==> config.mk <==
export PLATFORM = sky130hd
export DESIGN_NAME = vga_scan_controller
export DESIGN_NICKNAME = d
export VERILOG_FILES = /design/src/rtl/vga_scan_controller_pkg.sv /design/src/rtl/vga_axis_counter.sv /design/src/rtl/vga_scan_controller.sv
export SDC_FILE = /design/constraint.sdc
export NUM_CORES = 1
export LEC_CHECK = 0
export CAP_MARGIN = 25
export CORE_MARGIN = 2
export CORE_UTILIZATION = 30
export CTS_BUF_LIST = sky130_fd_sc_hd__clkbuf_8
export CTS_CLUSTER_DIAMETER = 40
export DETAILED_ROUTE_END_ITERATION = 8
export PLACE_DENSITY_LB_ADDON = 0.05
export SETUP_SLACK_MARGIN = 0.05
export SKIP_LAST_GASP = 1
export SLEW_MARGIN = 20
export SYNTH_ARGS = -nofsm -noshare
export SYNTH_HDL_FRONTEND = slang
export SYNTH_SLANG_ARGS = --single-unit
export TNS_END_PERCENT = 1
==> constraint.sdc <==
create_clock -name sysclk -period 2.37 [get_ports sysclk]
set_clock_uncertainty 0.2 [all_clocks]
set_input_delay 0.474 -clock sysclk [delete_from_list [all_inputs] [get_ports sysclk]]
set_output_delay 0.474 -clock sysclk [all_outputs]
set_load 0.01 [all_outputs]
==> src/rtl/vga_scan_controller_pkg.sv <==
// Shared VGA scan timing defaults and display_addr field layout, used by the
// scan controller and by any pixel source that decodes the scan address.
package vga_scan_controller_pkg;

    localparam int H_VISIBLE_DEF = 800;
    localparam int H_FRONT_DEF   = 56;
    localparam int H_SYNC_DEF    = 120;
    localparam int H_BACK_DEF    = 64;

    localparam int V_VISIBLE_DEF = 600;
    localparam int V_FRONT_DEF   = 37;
    localparam int V_SYNC_DEF    = 6;
    localparam int V_BACK_DEF    = 23;

    localparam int H_COUNT_W     = 11;
    localparam int V_COUNT_W     = 10;

    localparam int ADDR_W        = 22;
    localparam int ADDR_FIELD_W  = 10;

    // Bit layout of display_addr, MSB first: [21] active, [20] zero, [19:10] x, [9:0] y.
    typedef struct packed {
        logic                    active;
        logic                    reserved;
        logic [ADDR_FIELD_W-1:0] x;
        logic [ADDR_FIELD_W-1:0] y;
    } scan_addr_t;

    function automatic logic [ADDR_W-1:0] pack_scan_addr(
        input logic                    active,
        input logic [ADDR_FIELD_W-1:0] x,
        input logic [ADDR_FIELD_W-1:0] y
    );
        scan_addr_t a;
        a.active   = active;
        a.reserved = 1'b0;
        a.x        = x;
        a.y        = y;
        return a;
    endfunction

endpackage

==> src/rtl/vga_axis_counter.sv <==
// One scan axis: a wrapping position counter with visible-region and sync-pulse
// decodes. The horizontal instance counts every clock, the vertical one on line wrap.
module vga_axis_counter #(
    parameter int VISIBLE = 800,
    parameter int FRONT   = 56,
    parameter int SYNC    = 120,
    parameter int BACK    = 64,
    parameter int W       = 11
) (
    input  logic         i_clk,
    input  logic         i_rst,
    input  logic         i_inc,
    output logic [W-1:0] o_count,
    output logic         o_wrap,
    output logic         o_active,
    output logic         o_sync
);

    localparam int           TOTAL      = VISIBLE + FRONT + SYNC + BACK;
    localparam logic [W-1:0] LAST       = W'(TOTAL - 1);
    localparam logic [W-1:0] VIS_END    = W'(VISIBLE);
    localparam logic [W-1:0] SYNC_START = W'(VISIBLE + FRONT);
    localparam logic [W-1:0] SYNC_END   = W'(VISIBLE + FRONT + SYNC);

    logic [W-1:0] r_count;

    always_ff @(posedge i_clk) begin
        if (i_rst) begin
            r_count <= '0;
        end else if (i_inc) begin
            r_count <= (r_count == LAST) ? '0 : r_count + 1'b1;
        end
    end

    assign o_count  = r_count;
    assign o_wrap   = i_inc && (r_count == LAST);
    assign o_active = (r_count < VIS_END);
    // Sync window sits immediately after the front porch.
    assign o_sync   = (r_count >= SYNC_START) && (r_count < SYNC_END);

endmodule

==> src/rtl/vga_scan_controller.sv <==
// VGA raster scan: publishes the current scan address to a combinational pixel
// source and registers colour, syncs and frame_start one clock behind it.
module vga_scan_controller
    import vga_scan_controller_pkg::*;
#(
    parameter int H_VISIBLE = H_VISIBLE_DEF,
    parameter int H_FRONT   = H_FRONT_DEF,
    parameter int H_SYNC    = H_SYNC_DEF,
    parameter int H_BACK    = H_BACK_DEF,
    parameter int V_VISIBLE = V_VISIBLE_DEF,
    parameter int V_FRONT   = V_FRONT_DEF,
    parameter int V_SYNC    = V_SYNC_DEF,
    parameter int V_BACK    = V_BACK_DEF
) (
    input  logic              sysclk,
    input  logic              rst,
    input  logic [2:0]        display_data,
    output logic [ADDR_W-1:0] display_addr,
    output logic              vga_r,
    output logic              vga_g,
    output logic              vga_b,
    output logic              vga_hsync,
    output logic              vga_vsync,
    output logic              frame_start
);

    logic [H_COUNT_W-1:0] w_h_count;
    logic [V_COUNT_W-1:0] w_v_count;
    logic                 w_h_wrap;
    logic                 w_v_wrap;
    logic                 w_h_active;
    logic                 w_v_active;
    logic                 w_h_sync;
    logic                 w_v_sync;
    logic                 w_video_active;

    logic [2:0]           r_rgb;
    logic                 r_hsync;
    logic                 r_vsync;
    logic                 r_frame_start;
    logic                 r_at_origin;

    vga_axis_counter #(
        .VISIBLE (H_VISIBLE),
        .FRONT   (H_FRONT),
        .SYNC    (H_SYNC),
        .BACK    (H_BACK),
        .W       (H_COUNT_W)
    ) u_h_axis (
        .i_clk    (sysclk),
        .i_rst    (rst),
        .i_inc    (1'b1),
        .o_count  (w_h_count),
        .o_wrap   (w_h_wrap),
        .o_active (w_h_active),
        .o_sync   (w_h_sync)
    );

    vga_axis_counter #(
        .VISIBLE (V_VISIBLE),
        .FRONT   (V_FRONT),
        .SYNC    (V_SYNC),
        .BACK    (V_BACK),
        .W       (V_COUNT_W)
    ) u_v_axis (
        .i_clk    (sysclk),
        .i_rst    (rst),
        .i_inc    (w_h_wrap),
        .o_count  (w_v_count),
        .o_wrap   (w_v_wrap),
        .o_active (w_v_active),
        .o_sync   (w_v_sync)
    );

    // The x field only holds 10 bits, so x >= 1024 must never read as active.
    assign w_video_active = w_h_active && w_v_active && !w_h_count[H_COUNT_W-1];

    assign display_addr = pack_scan_addr(w_video_active,
                                         w_h_count[ADDR_FIELD_W-1:0],
                                         w_v_count);

    // Counters sit at (0,0) exactly after a reset edge or a full-frame wrap,
    // so r_at_origin tracks that without a wide compare.
    always_ff @(posedge sysclk) begin
        if (rst) begin
            r_rgb         <= 3'b000;
            r_hsync       <= 1'b0;
            r_vsync       <= 1'b0;
            r_frame_start <= 1'b0;
            r_at_origin   <= 1'b1;
        end else begin
            r_rgb         <= w_video_active ? display_data : 3'b000;
            r_hsync       <= w_h_sync;
            r_vsync       <= w_v_sync;
            r_frame_start <= r_at_origin;
            r_at_origin   <= w_v_wrap;
        end
    end

    assign vga_r       = r_rgb[2];
    assign vga_g       = r_rgb[1];
    assign vga_b       = r_rgb[0];
    assign vga_hsync   = r_hsync;
    assign vga_vsync   = r_vsync;
    assign frame_start = r_frame_start;

endmodule

==> impl_metrics.json <==
{
  "status": "finished clean",
  "crit_type": "flop to output pin",
  "postSynthCellCount": 156,
  "min_from": "r_at_origin$_SDFF_PP1_",
  "drtPass1Iterations": 4,
  "critPathCapture": "display_addr[21]",
  "post-place-cells": 240,
  "grt-ovfl-total": 0,
  "cp-end-kind": "output pin",
  "synth_top_area_share_pct": 39.72,
  "vias": 1170,
  "power_mw": 0.9107,
  "r2r-start": "u_h_axis.o_count[0]$_SDFF_PP0_",
  "power.leakage_nw": 0.6800,
  "synth_area_leaders": "dfxtp_1 (40%), buf_4 (6.4%), ha_1 (4.4%), nor2_1 (4.0%), xnor2_1 (3.7%)",
  "grt.total_usage_pct": 12.78,
  "clockBufferDepth": 2,
  "wl_per_cell_um": 13.04,
  "cts_tree": "done",
  "ctsHtreeMaxLevel": 1,
  "die_y_um": 72.59,
  "port_buffers": 31,
  "synth-seq-cells": 28,
  "drc": 0,
  "clkTransAtPathRegs_ns": 0.10,
  "grt_antenna_before_repair": 0,
  "vias_per_cell": 4.795,
  "r2r_cells": 5,
  "grt_pass1_wl_mm": 5.271,
  "avgSynthCellArea_um2": 9.047,
  "synth_ff_type": "dfxtp_1",
  "worstPathArrival_ns": 1.51,
  "routed_wl_mm": 3.181,
  "final_nets": 203,
  "fin_crit_sh_pct": 92.16,
  "cts_setup_buffers": 0,
  "antenna_cells": 0,
  "setup_ws_ns": 0.1858,
  "post-route-min-period_ns": 2.184,
  "setup_viol": 0,
  "cp-start-kind": "flop",
  "cp_max_fo": 2,
  "irDropWorstVdd_mv": 0.2894,
  "syn_nets": 166,
  "die-area_mm2": 0.005269,
  "finalSetupTns_ns": 0,
  "most-common-layout-cells": "clkdlybuf4s50_1 (30), dfxtp_1 (28), buf_4 (18)",
  "clk-insertion-delay-late_ns": 0.27,
  "p_per_area_mw_per_mm2": 484.0,
  "post-dp-hpwl_mm": 2.506,
  "timing.rr.end": "u_v_axis.o_count[5]$_SDFFE_PP0N_",
  "synthToLayoutAreaGrowth_pct": 33.33,
  "critPathLaunch": "u_v_axis.o_count[4]$_SDFFE_PP0N_",
  "placeableCoreArea_mm2": 0.004444,
  "final_common_cell": "clkdlybuf4s50_1",
  "final_max_slew_viol_count": 0,
  "holdWs_ns": 0.2474,
  "max_freq_mhz": 457.8,
  "ant_nets": 0,
  "io_pins": 33,
  "hold_viol_final": 0,
  "cap_violations": 0,
  "gp_congestion": 0.8257,
  "rows": 24,
  "hold_path_class": "flop to flop",
  "instances_no_fill": 244,
  "grt_max_degree": 17,
  "die_x_um": 72.59,
  "grt_pass1_vias": 1038,
  "cts_buffers": 3,
  "drtIter0Drc": 45,
  "cp_data_required_time_ns": 1.70,
  "syn_area_mm2": 0.001411,
  "drive_above_1_share_pct": 15.10,
  "dp_slack_ns": 0.1545,
  "synth_cell_types": 40,
  "initial_core_util_pct": 31.76,
  "rrSetupSlack_ns": 0.34,
  "rsz0062_at_grt": "false",
  "synth_edf_count": 0,
  "seq_area_frac_synth_pct": 39.72,
  "cts_root_buf": "clkbuf_8",
  "synth_warnings": 0,
  "async_flop_share_pct": 0,
  "synth_top_cell_by_area": "dfxtp_1",
  "cts_sinks": 28,
  "hold_buffers": 0
}
## metrics by stage
step                      util [%]  instance area, um2
after CTS                    42.26                1878
after floorplan                  -                1411
after detailed placement     40.57                1803
after global placement       40.57                1803
after global routing         42.34                1882
final                        42.34                1882
## layer usage
metal	vias to the layer above	global-route usage (%)	share of wire, %	routed length, um
met2	32	18.59	43	1371
met1	529	18.85	51	1632
met4	0	2.469	0.66	21
met3	2	3.729	4.9	156
li1	607	-	-	-
met5	-	0	0	0
## where the power goes
part	internal (mW)	leakage (nW)	switching (mW)
Clock	0.226	0.0357	0.150
Sequential	0.479	0.228	0.00559
Combinational	0.0286	0.417	0.0216
## Yosys cell counts, types with 2 or more instances
master,number
nor2_1,15
inv_1,4
nor4_1,2
clkbuf_1,2
ha_1,5
nor3_1,2
a21oi_1,9
or3_1,2
o21ai_0,4
dfxtp_1,28
o31ai_1,4
nand3_1,8
buf_4,12
xnor2_1,6
nand2_1,9
buf_2,2
and4_1,4
xor2_1,5
nand4_1,3
and3_1,4
nor2b_1,4
or4_1,4
## layout make-up
type	count	area [um2]
repair buffers	49	444.2
well taps	52	65.06
inverters	4	15.01
multi-input cells	107	725.7
clock inverters	1	30.03
clock buffers	3	41.29
fillers	449	2562
flip-flops and latches	28	560.5
## state kept, by name (all words and copies together), names as in the netlist
signal and cells:
u_h_axis.o_count 11, u_v_axis.o_count 10, r_rgb 3, frame_start 1, r_at_origin 1, vga_hsync 1
vga_vsync 1
## timing repair
item / 4_1_cts / 5_1_grt
gates resized for setup: 2 / 1
setup endpoints to repair: 1 / 1
pin swaps: 0 / 1
## how the worst min path moves through the flow
stage / end / slack, ns / cells past startpoint
6_report: frame_start$_SDFF_PP0_ / 0.25 / 1
4_1_cts: frame_start$_SDFF_PP0_ / 0.25 / 1
2_1_floorplan: frame_start$_SDFF_PP0_ / 0.21 / 1
5_1_grt: frame_start$_SDFF_PP0_ / 0.26 / 1
3_3_place_gp: frame_start$_SDFF_PP0_ / 0.23 / 1
3_5_place_dp: frame_start$_SDFF_PP0_ / 0.23 / 1
## worst max-delay path: stages (launching register included)
cell and delay (ns):
dfxtp_1 0.33, a21oi_2 0.14, nor2b_1 0.07, o31ai_2 0.25
and3b_1 0.19, dlygate4sd2_1 0.26
## logic make-up after synthesis
| family | share of synthesized area [%] |
|---|---|
| other | 0.2657 |
| AOI/OAI and AO/OA | 8.866 |
| muxes | 0.7092 |
| and+or+nand+nor | 29.70 |
| buffers and inverters | 9.486 |
| adders and majority gates | 4.433 |
| xor gates and xnor gates | 6.826 |
| DFF | 39.72 |
Power figures use the tool's default switching activity.
